File: config.mk
export PLATFORM = sky130hd
export DESIGN_NAME = wb_spi_master_flat
export DESIGN_NICKNAME = d
export VERILOG_FILES = /design/src/rtl/wb_spi_master_if.sv /design/src/rtl/wb_spi_master.sv /design/src/flat_wrapper.sv
export SDC_FILE = /design/constraint.sdc
export NUM_CORES = 1
export LEC_CHECK = 0
export CORE_ASPECT_RATIO = 1.2
export CORE_UTILIZATION = 30
export CTS_CLUSTER_DIAMETER = 80
export CTS_CLUSTER_SIZE = 14
export DETAILED_ROUTE_END_ITERATION = 8
export DONT_BUFFER_PORTS = 1
export PLACE_DENSITY = 0.42
export SYNTH_ARGS = -nofsm -noshare
export SYNTH_HDL_FRONTEND = slang
export SYNTH_SLANG_ARGS = --single-unit
File: constraint.sdc
create_clock -name clk -period 2.69 [get_ports clk]
set_input_delay 0.1345 -clock clk [delete_from_list [all_inputs] [get_ports clk]]
set_output_delay 0.1345 -clock clk [all_outputs]
set_load 0.01 [all_outputs]
File: src/rtl/wb_spi_master_if.sv
// Wishbone single-access bus between a host master and the SPI bridge.
interface wb_spi_master_if;
    logic        cyc;
    logic        stb;
    logic        we;
    logic [25:0] adr;
    logic [31:0] wdat;
    logic        ack;
    logic [31:0] rdat;

    modport master (output cyc, stb, we, adr, wdat, input ack, rdat);
    modport slave  (input cyc, stb, we, adr, wdat, output ack, rdat);
endinterface

File: src/rtl/wb_spi_master.sv
// Wishbone-slave to SPI-master bridge: one Wishbone access becomes one mode-0 SPI frame.
// Optional inter-frame chip-select gap enabled by defining WB_SPI_MASTER_CS_GAP_EN.
module wb_spi_master #(
    parameter int CLK_DIV    = 2,
    parameter int DUMMY_BITS = 8,
    parameter int CS_GAP     = 4
) (
    input  logic           clk,
    input  logic           rst_n,
    wb_spi_master_if.slave wb,
    output logic           sck,
    output logic           ssn,
    output logic           mosi,
    input  logic           miso,
    output logic           busy
);

    localparam logic [7:0] DIV_LOAD = 8'(CLK_DIV - 1);
    localparam logic [6:0] N_WRITE  = 7'd64;
    localparam logic [6:0] N_READ   = 7'(64 + DUMMY_BITS);

    typedef enum logic [2:0] {
        IDLE,
        SETUP,
        SCK_HI,
        SCK_LO,
        HOLD,
        DONE
`ifdef WB_SPI_MASTER_CS_GAP_EN
        , GAP
`endif
    } state_t;

    state_t      state_reg;
    logic [7:0]  div_cnt_reg;
    logic [6:0]  bit_cnt_reg;
    logic [63:0] tx_sr_reg;
    logic [31:0] rx_sr_reg;
    logic        is_read_reg;
    logic        abort_reg;
    logic        sck_reg;
    logic        ssn_reg;
    logic        mosi_reg;
    logic        busy_reg;
    logic        ack_reg;
    logic [31:0] rdat_reg;
`ifdef WB_SPI_MASTER_CS_GAP_EN
    logic [7:0]  gap_cnt_reg;
`else
    logic        cs_gap_unused;
    assign cs_gap_unused = (CS_GAP > 0);
`endif

    logic [63:0] load_word;
    logic        capture;
    logic        adr_lsb_unused;

    assign load_word = {wb.we ? 8'h02 : 8'h03, wb.adr[25:2], wb.we ? wb.wdat : 32'h0};
    // bit_cnt holds the bits still to go, so the final 32 of a read are the data bits
    assign capture        = is_read_reg && (bit_cnt_reg <= 7'd32);
    assign adr_lsb_unused = ^wb.adr[1:0];

    always_ff @(posedge clk or negedge rst_n) begin
        if (!rst_n) begin
            state_reg   <= IDLE;
            div_cnt_reg <= '0;
            bit_cnt_reg <= '0;
            tx_sr_reg   <= '0;
            rx_sr_reg   <= '0;
            is_read_reg <= 1'b0;
            abort_reg   <= 1'b0;
            sck_reg     <= 1'b0;
            ssn_reg     <= 1'b1;
            mosi_reg    <= 1'b0;
            busy_reg    <= 1'b0;
            ack_reg     <= 1'b0;
            rdat_reg    <= '0;
`ifdef WB_SPI_MASTER_CS_GAP_EN
            gap_cnt_reg <= '0;
`endif
        end else begin
            ack_reg <= 1'b0;
            if (state_reg != IDLE && !wb.cyc)
                abort_reg <= 1'b1;

            case (state_reg)
                IDLE: begin
                    if (wb.cyc && wb.stb) begin
                        state_reg   <= SETUP;
                        div_cnt_reg <= DIV_LOAD;
                        bit_cnt_reg <= wb.we ? N_WRITE : N_READ;
                        tx_sr_reg   <= load_word;
                        mosi_reg    <= load_word[63];
                        is_read_reg <= !wb.we;
                        abort_reg   <= 1'b0;
                        ssn_reg     <= 1'b0;
                        busy_reg    <= 1'b1;
                    end
                end
                SETUP: begin
                    if (div_cnt_reg == 8'd0) begin
                        state_reg   <= SCK_HI;
                        div_cnt_reg <= DIV_LOAD;
                        sck_reg     <= 1'b1;
                        if (capture)
                            rx_sr_reg <= {rx_sr_reg[30:0], miso};
                    end else begin
                        div_cnt_reg <= div_cnt_reg - 8'd1;
                    end
                end
                SCK_HI: begin
                    if (div_cnt_reg == 8'd0) begin
                        state_reg   <= SCK_LO;
                        div_cnt_reg <= DIV_LOAD;
                        sck_reg     <= 1'b0;
                        tx_sr_reg   <= {tx_sr_reg[62:0], 1'b0};
                        mosi_reg    <= tx_sr_reg[62];
                        bit_cnt_reg <= bit_cnt_reg - 7'd1;
                    end else begin
                        div_cnt_reg <= div_cnt_reg - 8'd1;
                    end
                end
                SCK_LO: begin
                    if (div_cnt_reg == 8'd0) begin
                        div_cnt_reg <= DIV_LOAD;
                        if (bit_cnt_reg == 7'd0) begin
                            state_reg <= HOLD;
                        end else begin
                            state_reg <= SCK_HI;
                            sck_reg   <= 1'b1;
                            if (capture)
                                rx_sr_reg <= {rx_sr_reg[30:0], miso};
                        end
                    end else begin
                        div_cnt_reg <= div_cnt_reg - 8'd1;
                    end
                end
                HOLD: begin
                    if (div_cnt_reg == 8'd0) begin
                        state_reg <= DONE;
                        ssn_reg   <= 1'b1;
                        // an abandoned cycle still finishes on the wire but is never acked
                        ack_reg   <= !abort_reg && wb.cyc;
                        if (is_read_reg)
                            rdat_reg <= rx_sr_reg;
                    end else begin
                        div_cnt_reg <= div_cnt_reg - 8'd1;
                    end
                end
                DONE: begin
`ifdef WB_SPI_MASTER_CS_GAP_EN
                    state_reg   <= GAP;
                    gap_cnt_reg <= 8'(CS_GAP - 1);
`else
                    state_reg   <= IDLE;
                    busy_reg    <= 1'b0;
`endif
                end
`ifdef WB_SPI_MASTER_CS_GAP_EN
                GAP: begin
                    if (gap_cnt_reg == 8'd0) begin
                        state_reg <= IDLE;
                        busy_reg  <= 1'b0;
                    end else begin
                        gap_cnt_reg <= gap_cnt_reg - 8'd1;
                    end
                end
`endif
                default: state_reg <= IDLE;
            endcase
        end
    end

    assign sck     = sck_reg;
    assign ssn     = ssn_reg;
    assign mosi    = mosi_reg;
    assign busy    = busy_reg;
    assign wb.ack  = ack_reg;
    assign wb.rdat = rdat_reg;

endmodule
File: src/flat_wrapper.sv
// flat-port wrapper written by rule: the top's interface ports become plain ports
module wb_spi_master_flat 
#(
    parameter int CLK_DIV    = 2,
    parameter int DUMMY_BITS = 8,
    parameter int CS_GAP     = 4
)
  (clk, rst_n, sck, ssn, mosi, miso, busy, wb_cyc, wb_stb, wb_we, wb_adr, wb_wdat, wb_ack, wb_rdat);
  wb_spi_master_if wb_i ();
  input  logic clk;
  input  logic rst_n;
  output logic sck;
  output logic ssn;
  output logic mosi;
  input  logic miso;
  output logic busy;
  input wire logic [$bits(wb_i.cyc)-1:0] wb_cyc;
  input wire logic [$bits(wb_i.stb)-1:0] wb_stb;
  input wire logic [$bits(wb_i.we)-1:0] wb_we;
  input wire logic [$bits(wb_i.adr)-1:0] wb_adr;
  input wire logic [$bits(wb_i.wdat)-1:0] wb_wdat;
  output wire logic [$bits(wb_i.ack)-1:0] wb_ack;
  output wire logic [$bits(wb_i.rdat)-1:0] wb_rdat;
  assign wb_i.cyc = wb_cyc;
  assign wb_i.stb = wb_stb;
  assign wb_i.we = wb_we;
  assign wb_i.adr = wb_adr;
  assign wb_i.wdat = wb_wdat;
  assign wb_ack = wb_i.ack;
  assign wb_rdat = wb_i.rdat;
  wb_spi_master #(.CLK_DIV(CLK_DIV), .DUMMY_BITS(DUMMY_BITS), .CS_GAP(CS_GAP)) u_core (.clk(clk), .rst_n(rst_n), .wb(wb_i), .sck(sck), .ssn(ssn), .mosi(mosi), .miso(miso), .busy(busy));
endmodule
======== Yosys cells after proc, flatten, opt, wreduce, memory -nomap -nowiden ========
Index checks and enable logic that the tools add are counted.
storage, ports and cells
  bits in registers ....................... 152
  output and inout port bits .............. 37
  logic and storage cells ................. 97
  input port bits ......................... 64
cells by class
  reductions and logical operators ........ 27
  add/subtract/negate cells ............... 2
  equal/unequal tests ..................... 12
  $lt $le $gt $ge ......................... 1
  multiplexer cells ....................... 42
operators with widths
  kind                                                            number
  2-to-1 mux 32 bit                                               5
  2-to-1 mux 63 bit                                               2
  case mux 63 bit (2 select lines)                                1
  case mux 32 bit (2 select lines)                                1
  2-to-1 mux 8 bit                                                3
  case mux 8 bit (3 select lines)                                 1
  2-to-1 mux 3 bit                                                6
  case mux 3 bit (5 select lines)                                 1
  2-to-1 mux 1 bit                                                14
  2-to-1 mux 7 bit                                                2
  case mux 7 bit (2 select lines)                                 1
  AND reduction 3 bit                                             4
  inequality test 2 x 1 -> 1 bit, second input constant           5
  AND reduction 5 bit                                             2
  nonzero test 3 bit                                              3
  logical NOT 8 bit                                               1
  nonzero test 2 bit                                              4
  subtractor 8 x 1 -> 8 bit, second input constant                1
  less-or-equal comparator 7 x 6 -> 1 bit, second input constant  1
  logical NOT 7 bit                                               1
  subtractor 7 x 1 -> 7 bit, second input constant                1
  equality test 3 x 2 -> 1 bit, second input constant             2
  equality test 3 bit, second input constant                      2
  case mux 1 bit (2 select lines)                                 3
  10 further kinds                                                17

======== Longest topological paths before layout ========
Gate-level depths: netlist of the first run.
  word-level depth ........................ 6
  mapped depth ............................ 8
  gate-level depth less buffers ........... 6

======== Least setup slack after synthesis of the first run ========
OpenSTA, ideal clock, no wires.
  path kind ............................... register -> register
  start point ............................. register u_core.div_cnt_reg[0]
  end point ............................... register u_core.rdat_reg[20], in the netlist u_core.wb.rdat[20]
  arrival ................................. 1.935 ns
  slack ................................... 0.628 ns
  library setup time ...................... 0.128 ns
  clock period less this slack ............ 2.062 ns
  stages on the path, launching flop included .. 9
  cell sequence ........................... dfrtp_1 -> inv_1 -> ha_1 -> nor3b_2 -> and2_1 -> buf_4 -> nand3_2 -> buf_2 -> mux2_1
on the way
  word-level cells in the longest chain between the ends .. 2
ends and longest elaborated chain
  what                           RTL line              text
  start: declaration             wb_spi_master.sv:35   logic [7:0] div_cnt_reg;
  start signal: assignment       wb_spi_master.sv:108  div_cnt_reg <= div_cnt_reg - 8'd1;
  start signal: assignment       wb_spi_master.sv:120  div_cnt_reg <= div_cnt_reg - 8'd1;
  start signal: assignment       wb_spi_master.sv:135  div_cnt_reg <= div_cnt_reg - 8'd1;
  logical NOT 8 bit              wb_spi_master.sv:139  if (div_cnt_reg == 8'd0) begin
  AND reduction 3 bit (no line)  --
  end signal: assignment         wb_spi_master.sv:145  rdat_reg <= rx_sr_reg;
  end: declaration               wb_spi_master.sv:46   logic [31:0] rdat_reg;
No other way between the ends.
A chain may end at the register's enable or synchronous reset.

======== Final worst setup path of the first run ========
  start point ............................. register u_core.div_cnt_reg[0]
  end point ............................... register u_core.tx_sr_reg[8]
on the way
  word-level cells in the longest chain between the ends .. 3
ends and longest elaborated chain
  what                                      RTL line              text
  logical NOT 8 bit                         wb_spi_master.sv:112  if (div_cnt_reg == 8'd0) begin
  inequality test 2 x 1 -> 1 bit (no line)  --
  AND reduction 3 bit (no line)             --
  end signal: assignment                    wb_spi_master.sv:92   tx_sr_reg <= load_word;
  end signal: assignment                    wb_spi_master.sv:116  tx_sr_reg <= {tx_sr_reg[62:0], 1'b0};
  end: declaration                          wb_spi_master.sv:37   logic [63:0] tx_sr_reg;
No other way between the ends.

==> impl_metrics.ini, run 1 <==
[timing]
fin_setup_tns_ns = 0
fmax_mhz = 433
worst_pin_slew_ns = 0.834
clock-skew-final_ns = 0.0112
hold_viol_final = 152
worst_hold_slack_ns = -0.584
setup_viol = 0
relSlewSlack = 0.444
period_needed_ns = 2.31
fin_crit_sh = 0.859
drv_slew = 0
grt_setup_unrepaired = false

[final_layout]
syn_to_final_growth_pct = 22.9
antennaDiodeCount = 0
nNetsFinal = 696
largest_reg_flops = 63
drive_gt1_frac = 0.188
finish.utilization = 0.374

[setup_path]
arrival_ns = 2.58
crit_path_start = u_core.div_cnt_reg[0]
critPathSlowestCell = a21oi_4
r2r_start = u_core.div_cnt_reg[0]
cp_max_fo = 36
worst_ep_required_time_ns = 2.96
rr_endpoint = u_core.tx_sr_reg[8]
end_kind = flip-flop
worstPathCellList = inv_1 -> ha_1 -> nor3b_2 -> and2_1 -> buf_4 -> a21oi_4 -> buf_12 -> o21ai_0
critPathBufInv = 3
path_depth = 8
critical-path-top-delay-family = compound AO/OA/AOI/OAI gates
max_stage_delay_ns = 0.51
r2r.worst_path.cells = 8
cp-start-kind = flip-flop
critPathKind = reg2reg
rrSetupSlack_ns = 0.38
crit_path_end = u_core.tx_sr_reg[8]

[synth]
synthXorXnorAreaFrac = 0.00129
ys_seq_area_frac = 0.559
avgSynthCellArea_um2 = 11.8
async_flop_share = 1.00
syn_nets = 644
synth_most_common_cell = dfrtp_1
synth-compound-area-share = 0.127
synth_area_leader_cell = dfrtp_1
synth_area_um2 = 6810
synth_top_family_by_area = multiplexers
ys_warn_count = 0
synth_cell_type_count = 57
synthCells = 577
yosys-top-cells-area = dfrtp_1, mux2_4, mux2_2
dominantRegCellSynth = dfrtp_1
synthAdderAreaFrac = 0.00551
synth_seq_cells = 152
synth.top_cell.area_share = 0.555
synth_commonest_cells = dfrtp_1, nand3_1, o21ai_0
synth_edf_count = 0
muxShareOfSynthArea = 0.161
yosys.area_share.simple = 0.111

[floorplan]
die_x_um = 140
initial_utilization = 0.304
die_h_um = 167
coreArea_um2 = 22400
die_area_um2 = 23300
rows = 60
ios = 101

[route]
vias = 4753
drc = 0
vias_per_cell = 5.17
wl_per_cell_um = 16.3
drt-pass1-iter-count = 5
ant_nets = 0
wirelength_mm = 14.9
drt-initial-drc-count = 237

[clocking]
cts_tree = done
root_buffer = clkbuf_16
clock_sinks = 152
insertion_delay_ns = 0.41
clkTransAtPathRegs_ns = 0.07
numCtsBuffers = 17
postCtsSetupBuffers = 0
clock_path_buffers = 2
htreeDepth = 4
holdBufCountCts = 60
cts.repair.resized = 0

[global_route]
antenna_found_initial = 0
grt_pass1_wl_mm = 25.9
grt_overflow = 0
grt_max_degree = 153
grt_pass1_vias = 5045
track_usage = 0.138

[outcome]
status = finished with violations
violations = hold timing

[power_and_ir_drop]
power.leakage_nw = 3.88
worst_ir_drop_vdd_mv = 0.437
powerDensity_nw_per_um2 = 895

[place]
dp_hpwl_mm = 8.88
numPortBuffers = 0
gp_congestion = 0.757

[worst_hold_path]
min_path_type = in2async

[job]
drv_cap = 0
## metal layers
| metal | GRT usage | part of all wire | vias to the layer above | routed length [µm] |
|---|---|---|---|---|
| li1 | - | - | 2226 | - |
| met1 | 0.180 | 0.46 | 2372 | 6860 |
| met2 | 0.224 | 0.48 | 146 | 7220 |
| met3 | 0.0331 | 0.049 | 9 | 735 |
| met4 | 0.0488 | 0.0084 | 0 | 125 |
| met5 | 0 | 0 | - | 0 |
## cell families (layout without fill, tap and decap cells)
kind of cell	Yosys count	after routing
AOI/OAI and AO/OA	143	143
DFF	152	152
and+or+nand+nor	133	133
muxes	90	90
xor gates and xnor gates	1	1
buffers and inverters	55	118
adders and majority gates	3	3
## worst min path at each step
| stage | endpoint | depth (start not counted) |
|---|---|---|
| after floorplan | u_core.abort_reg | 0 |
| after global placement | u_core.wb.rdat[24] | 0 |
| after detailed placement | u_core.wb.rdat[24] | 0 |
| after CTS | u_core.rx_sr_reg[23] | 0 |
| after global routing | u_core.rx_sr_reg[23] | 0 |
| final | u_core.wb.rdat[25] | 0 |
## worst reg2reg max path, stage by stage, from the launching register on
cell and delay, ns:
dfrtp_1 0.38, inv_1 0.06, ha_1 0.23, nor3b_2 0.17, and2_1 0.21, buf_4 0.19, a21oi_4 0.51, buf_12 0.27
o21ai_0 0.16
## stage by stage
stage,power (mW),instances,instance area (µm²),worst slack [ns]
floorplan,4.46,577,6810,0.628
global placement,4.84,829,7140,0.409
detailed placement,4.91,829,7140,0.384
CTS,7.59,919,8370,0.356
global route,8.01,919,8370,0.214
finish,7.49,919,8370,0.380
## final cells by class
cell class,instances,area [µm²]
fillers,2212,14000
repair buffers,75,751
well taps,279,349
flip-flops and latches,152,3810
clock buffers,20,457
clock inverters,10,169
inverters,13,48.8
multi-input cells,370,2790
## where the power goes
| part | internal, mW | switching, mW | total, mW |
|---|---|---|---|
| clock network | 1.60 | 0.947 | 2.55 |
| logic | 0.808 | 0.904 | 1.71 |
| registers | 2.81 | 0.417 | 3.23 |
| total | 5.22 | 2.27 | 7.49 |
## placed cells by master (no fill, tap or decap), types with 2 or more instances in the layout
| cell type | instances |
|---|---|
| clkbuf_8 | 2 |
| dfrtp_1 | 150 |
| nand3b_1 | 4 |
| clkbuf_16 | 17 |
| nor2b_1 | 2 |
| o21ai_0 | 72 |
| buf_4 | 12 |
| nand4_1 | 4 |
| or3_1 | 3 |
| ha_1 | 3 |
| bufinv_16 | 4 |
| mux2_4 | 30 |
| inv_1 | 13 |
| nand3_1 | 71 |
| nand2_1 | 12 |
| nor3_1 | 4 |
| o31ai_1 | 4 |
| a21o_1 | 2 |
| clkinvlp_4 | 3 |
| buf_12 | 3 |
| inv_6 | 2 |
| or4_1 | 2 |
| dlygate4sd3_1 | 60 |
| mux2_2 | 33 |
| mux2i_1 | 26 |
| a211oi_1 | 2 |
| nor2_1 | 11 |
| a22oi_1 | 31 |
| nand3_2 | 3 |
| a211o_1 | 2 |
| nand4b_1 | 2 |
| o221ai_1 | 2 |
| a21oi_1 | 16 |
No activity file was read; power rests on OpenSTA's default activity.
==> run 2: changes to the inputs <==
- CTS_BUF_LIST: not set -> sky130_fd_sc_hd__clkbuf_2 sky130_fd_sc_hd__clkbuf_4 sky130_fd_sc_hd__clkbuf_8
==> impl_metrics.ini, run 2 (synthesized netlist as in run 1, its figures left out) <==
[timing]
fin_crit_sh = 0.869
relSlewSlack = 0.445
grt_setup_unrepaired = false
setup_viol = 0
hold_viol_final = 152
clock-skew-final_ns = 0.0206
worst_pin_slew_ns = 0.832
worst_hold_slack_ns = -0.625
period_needed_ns = 2.34
fin_ws_ns = 0.353
fin_setup_tns_ns = 0
drv_slew = 0
fmax_mhz = 428

[floorplan]
die_x_um = 140
initial_utilization = 0.304
die_area_um2 = 23300
coreArea_um2 = 22400
ios = 101
die_h_um = 167
rows = 60

[place]
dp_hpwl_mm = 8.88
placed_area_um2 = 7140
pre_cts_slack_ns = 0.384
gp_congestion = 0.757
numPortBuffers = 0

[route]
wirelength_mm = 14.9
vias_per_cell = 5.10
wl_per_cell_um = 16.2
drt-initial-drc-count = 241
ant_nets = 0
drt-pass1-iter-count = 5
drc = 0
vias = 4688

[final_layout]
final_area_um2 = 8180
syn_to_final_growth_pct = 20.1
nNetsFinal = 696
layout_common_cells = dfrtp_1, o21ai_0, nand3_1, dlygate4sd3_1, mux2_2
fillers = 2232
final_common_cell = dfrtp_1
drive_gt1_frac = 0.189
largest_reg_flops = 63
antennaDiodeCount = 0

[setup_path]
cp_max_fo = 36
arrival_ns = 2.64
rrSetupSlack_ns = 0.35
rr_endpoint = u_core.tx_sr_reg[8]
cp-start-kind = flip-flop
r2r.worst_path.cells = 8
crit_path_start = u_core.div_cnt_reg[0]
critPathKind = reg2reg
r2r_start = u_core.div_cnt_reg[0]
end_kind = flip-flop
worst_ep_required_time_ns = 2.99

[worst_hold_path]
min_path_type = in2async

[clocking]
insertion_delay_ns = 0.45
clock_sinks = 152
root_buffer = clkbuf_8
clkTransAtPathRegs_ns = 0.09
clock_path_buffers = 2
cts.repair.resized = 0
holdBufCountCts = 60
numCtsBuffers = 17
postCtsSetupBuffers = 0
htreeDepth = 4
cts_tree = done

[outcome]
violations = hold timing
status = finished with violations

[global_route]
grt_pass1_wl_mm = 25.9
grt_max_degree = 153
grt_pass1_vias = 4976
track_usage = 0.138
grt_overflow = 0
antenna_found_initial = 0

[power_and_ir_drop]
powerDensity_nw_per_um2 = 841
power.leakage_nw = 3.79
power.total_mw = 6.88
worst_ir_drop_vdd_mv = 0.372

[job]
drv_cap = 0
## run 2: cell counts in the layout (fill, tap and decap cells not counted)
Identical to the previous run, type by type.
## run 2: worst max-delay path by stage
| stage | to | slack [ns] |
|---|---|---|
| after global placement | u_core.tx_sr_reg[10] | 0.41 |
| after detailed placement | u_core.tx_sr_reg[8] | 0.38 |
| after floorplan | u_core.wb.rdat[20] | 0.63 |
| final | u_core.tx_sr_reg[8] | 0.35 |
| after CTS | u_core.tx_sr_reg[8] | 0.34 |
| after global routing | u_core.tx_sr_reg[11] | 0.20 |
## run 2: worst max-delay path, cell delays in order, from the launching register on
cell	delay [ns]
dfrtp_1	0.39
inv_1	0.06
ha_1	0.23
nor3b_2	0.17
and2_1	0.21
buf_4	0.19
a21oi_4	0.52
buf_12	0.26
o21ai_0	0.13
## run 2: area by class of cell
| class | count | area [µm²] | share of cell area |
|---|---|---|---|
| flip-flops and latches | 152 | 3810 | 0.465 |
| multi-input cells | 370 | 2790 | 0.341 |
| repair buffers | 75 | 751 | 0.0918 |
| well taps | 279 | 349 | 0.0427 |
| clock buffers | 20 | 269 | 0.0329 |
| clock inverters | 10 | 169 | 0.0207 |
| inverters | 13 | 48.8 | 0.00597 |
## run 2: power breakdown
part / switching [mW] / leakage (nW) / total (mW) / internal (mW)
Combinational: 0.902 / 1.57 / 1.71 / 0.808
Clock: 0.876 / 0.211 / 1.95 / 1.07
Sequential: 0.414 / 2.02 / 3.22 / 2.81
## run 2: routing by layer
metal,global-route usage,share of wire,vias to the layer above
li1,-,-,2219
met1,0.183,0.46,2352
met2,0.219,0.48,113
met3,0.0400,0.048,4
met4,0.0386,0.0047,0
met5,0,0,-
## run 2: through the flow
stage          instances   util
2_1_floorplan        577      -
3_3_place_gp         829  0.319
3_5_place_dp         829  0.319
4_1_cts              919  0.366
5_1_grt              919  0.366
6_report             919  0.366
==> run 3: changes to the inputs <==
- ABC_CLOCK_PERIOD_IN_PS: not set -> 2690
- CORE_UTILIZATION: 30 -> 66
- PLACE_DENSITY: 0.42 -> 0.8
==> impl_metrics.ini, run 3 (synthesized netlist as in run 1, its figures left out) <==
[outcome]
status = finished with violations
violations = hold timing

[clocking]
cts_tree = done
clock_sinks = 152
holdBufCountCts = 61
clock_path_buffers = 2
htreeDepth = 4
cts.repair.resized = 0
numCtsBuffers = 17
root_buffer = clkbuf_8
insertion_delay_ns = 0.44
clkTransAtPathRegs_ns = 0.09
postCtsSetupBuffers = 0

[timing]
drv_slew = 0
worst_pin_slew_ns = 0.768
hold_viol_final = 152
fmax_mhz = 423
relSlewSlack = 0.488
clock-skew-final_ns = 0.0178
worst_hold_slack_ns = -0.612
period_needed_ns = 2.36
fin_setup_tns_ns = 0
grt_setup_unrepaired = false
fin_crit_sh = 0.879
setup_viol = 0

[setup_path]
cp-start-kind = flip-flop
max_stage_delay_ns = 0.46
arrival_ns = 2.68
critPathKind = reg2reg
worst_ep_required_time_ns = 3.01
critPathSlowestCell = or4b_1
worstPathCellList = inv_1 -> ha_1 -> or4b_1 -> a21oi_1 -> nand4_4 -> buf_4 -> mux2_4
r2r.worst_path.cells = 7
end_kind = flip-flop
cp_max_fo = 32

[power_and_ir_drop]
p_comb_frac = 0.254
p_clk_frac = 0.275
power.leakage_nw = 3.77
power_switching_mw = 2.30
pwr-share-seq = 0.471
power.total_mw = 6.86
swShare = 0.335
intPower_mw = 4.56
powerDensity_nw_per_um2 = 864
worst_ir_drop_vdd_mv = 0.644

[final_layout]
largest_reg_flops = 63
finish.utilization = 0.793
syn_to_final_growth_pct = 16.7
fillers = 577
layout_common_cells = dfrtp_1, o21ai_0, nand3_1, dlygate4sd3_1, mux2_2
stdcell_count = 767
multi_input_area_um2 = 2790
drive_gt1_frac = 0.188
seq_area_um2 = 3810
final_common_cell = dfrtp_1
nNetsFinal = 694

[global_route]
track_usage = 0.288
grt_pass1_wl_mm = 23.8
grt_max_degree = 153
grt_overflow = 0
grt_pass1_vias = 4932
antenna_found_initial = 1

[place]
gp_congestion = 0.857
dpl.cell_count = 673
numPortBuffers = 0
dp_hpwl_mm = 8.10

[job]
drv_cap = 0

[floorplan]
die_area_um2 = 10700
ios = 101
coreArea_um2 = 10000
rows = 40
initial_utilization = 0.680
die_x_um = 94.7
die_h_um = 113

[route]
vias_per_cell = 6.30
wl_per_cell_um = 18.8
drt-initial-drc-count = 450
vias = 4834
ant_nets = 0
drt-pass1-iter-count = 5
drc = 0
wirelength_mm = 14.4

[worst_hold_path]
min_path_type = in2async
-- run 3: final cells by class --
cell class	instances	share of cell area
antenna	1	0.000315
clock inverter	15	0.0260
inverter	13	0.00614
sequential	152	0.479
tap	126	0.0199
clock buffer	17	0.0295
multi-input combinational	370	0.351
timing repair buffer	73	0.0882
-- run 3: worst max-delay path: cells and delay by family, from the launching register on --
kind | cells | cell delay, ns
AOI/OAI and AO/OA | 1 | 0.26
adders and majority gates | 1 | 0.17
buffers and inverters | 2 | 0.45
DFF | 1 | 0.42
muxes | 1 | 0.37
and+or+nand+nor | 2 | 0.57
-- run 3: path summary, 6_finish.rpt --
check,from,slack [ns],endpoint
setup / recovery,u_core.bit_cnt_reg[0],0.33,u_core.rx_sr_reg[1]
hold / removal,rst_n,-0.61,u_core.wb.rdat[26]
setup reg to reg,u_core.bit_cnt_reg[0],0.33,u_core.rx_sr_reg[1]
hold reg to reg,u_core.tx_sr_reg[4],0.51,u_core.tx_sr_reg[4]
max in group asynchronous,rst_n,3.13,u_core.ssn
min in group clk,wb_stb,0.10,u_core.tx_sr_reg[0]
-- run 3: power by group through the flow --
| stage | logic (mW) | clock network, mW | registers, mW |
|---|---|---|---|
| floorplan | 1.34 | 0 | 3.12 |
| global placement | 1.51 | 0 | 3.22 |
| detailed placement | 1.60 | 0 | 3.25 |
| CTS | 1.69 | 1.92 | 3.21 |
| global route | 1.95 | 2.03 | 3.29 |
| finish | 1.74 | 1.88 | 3.23 |
-- run 3: through the flow --
stage                     cell area, µm²  setup slack, ns
after floorplan                     6810            0.628
after global routing                7940            0.150
after global placement              6890            0.396
after detailed placement            6890            0.354
final                               7940            0.326
after CTS                           7940            0.335
-- run 3: routing by layer --
layer,vias up,part of all wire,routed length (µm),GRT usage
met2,185,0.52,7540,0.482
met5,-,0,0,0
met3,22,0.052,754,0.0712
li1,2215,-,-,-
met1,2412,0.41,5880,0.366
met4,0,0.015,221,0.0909
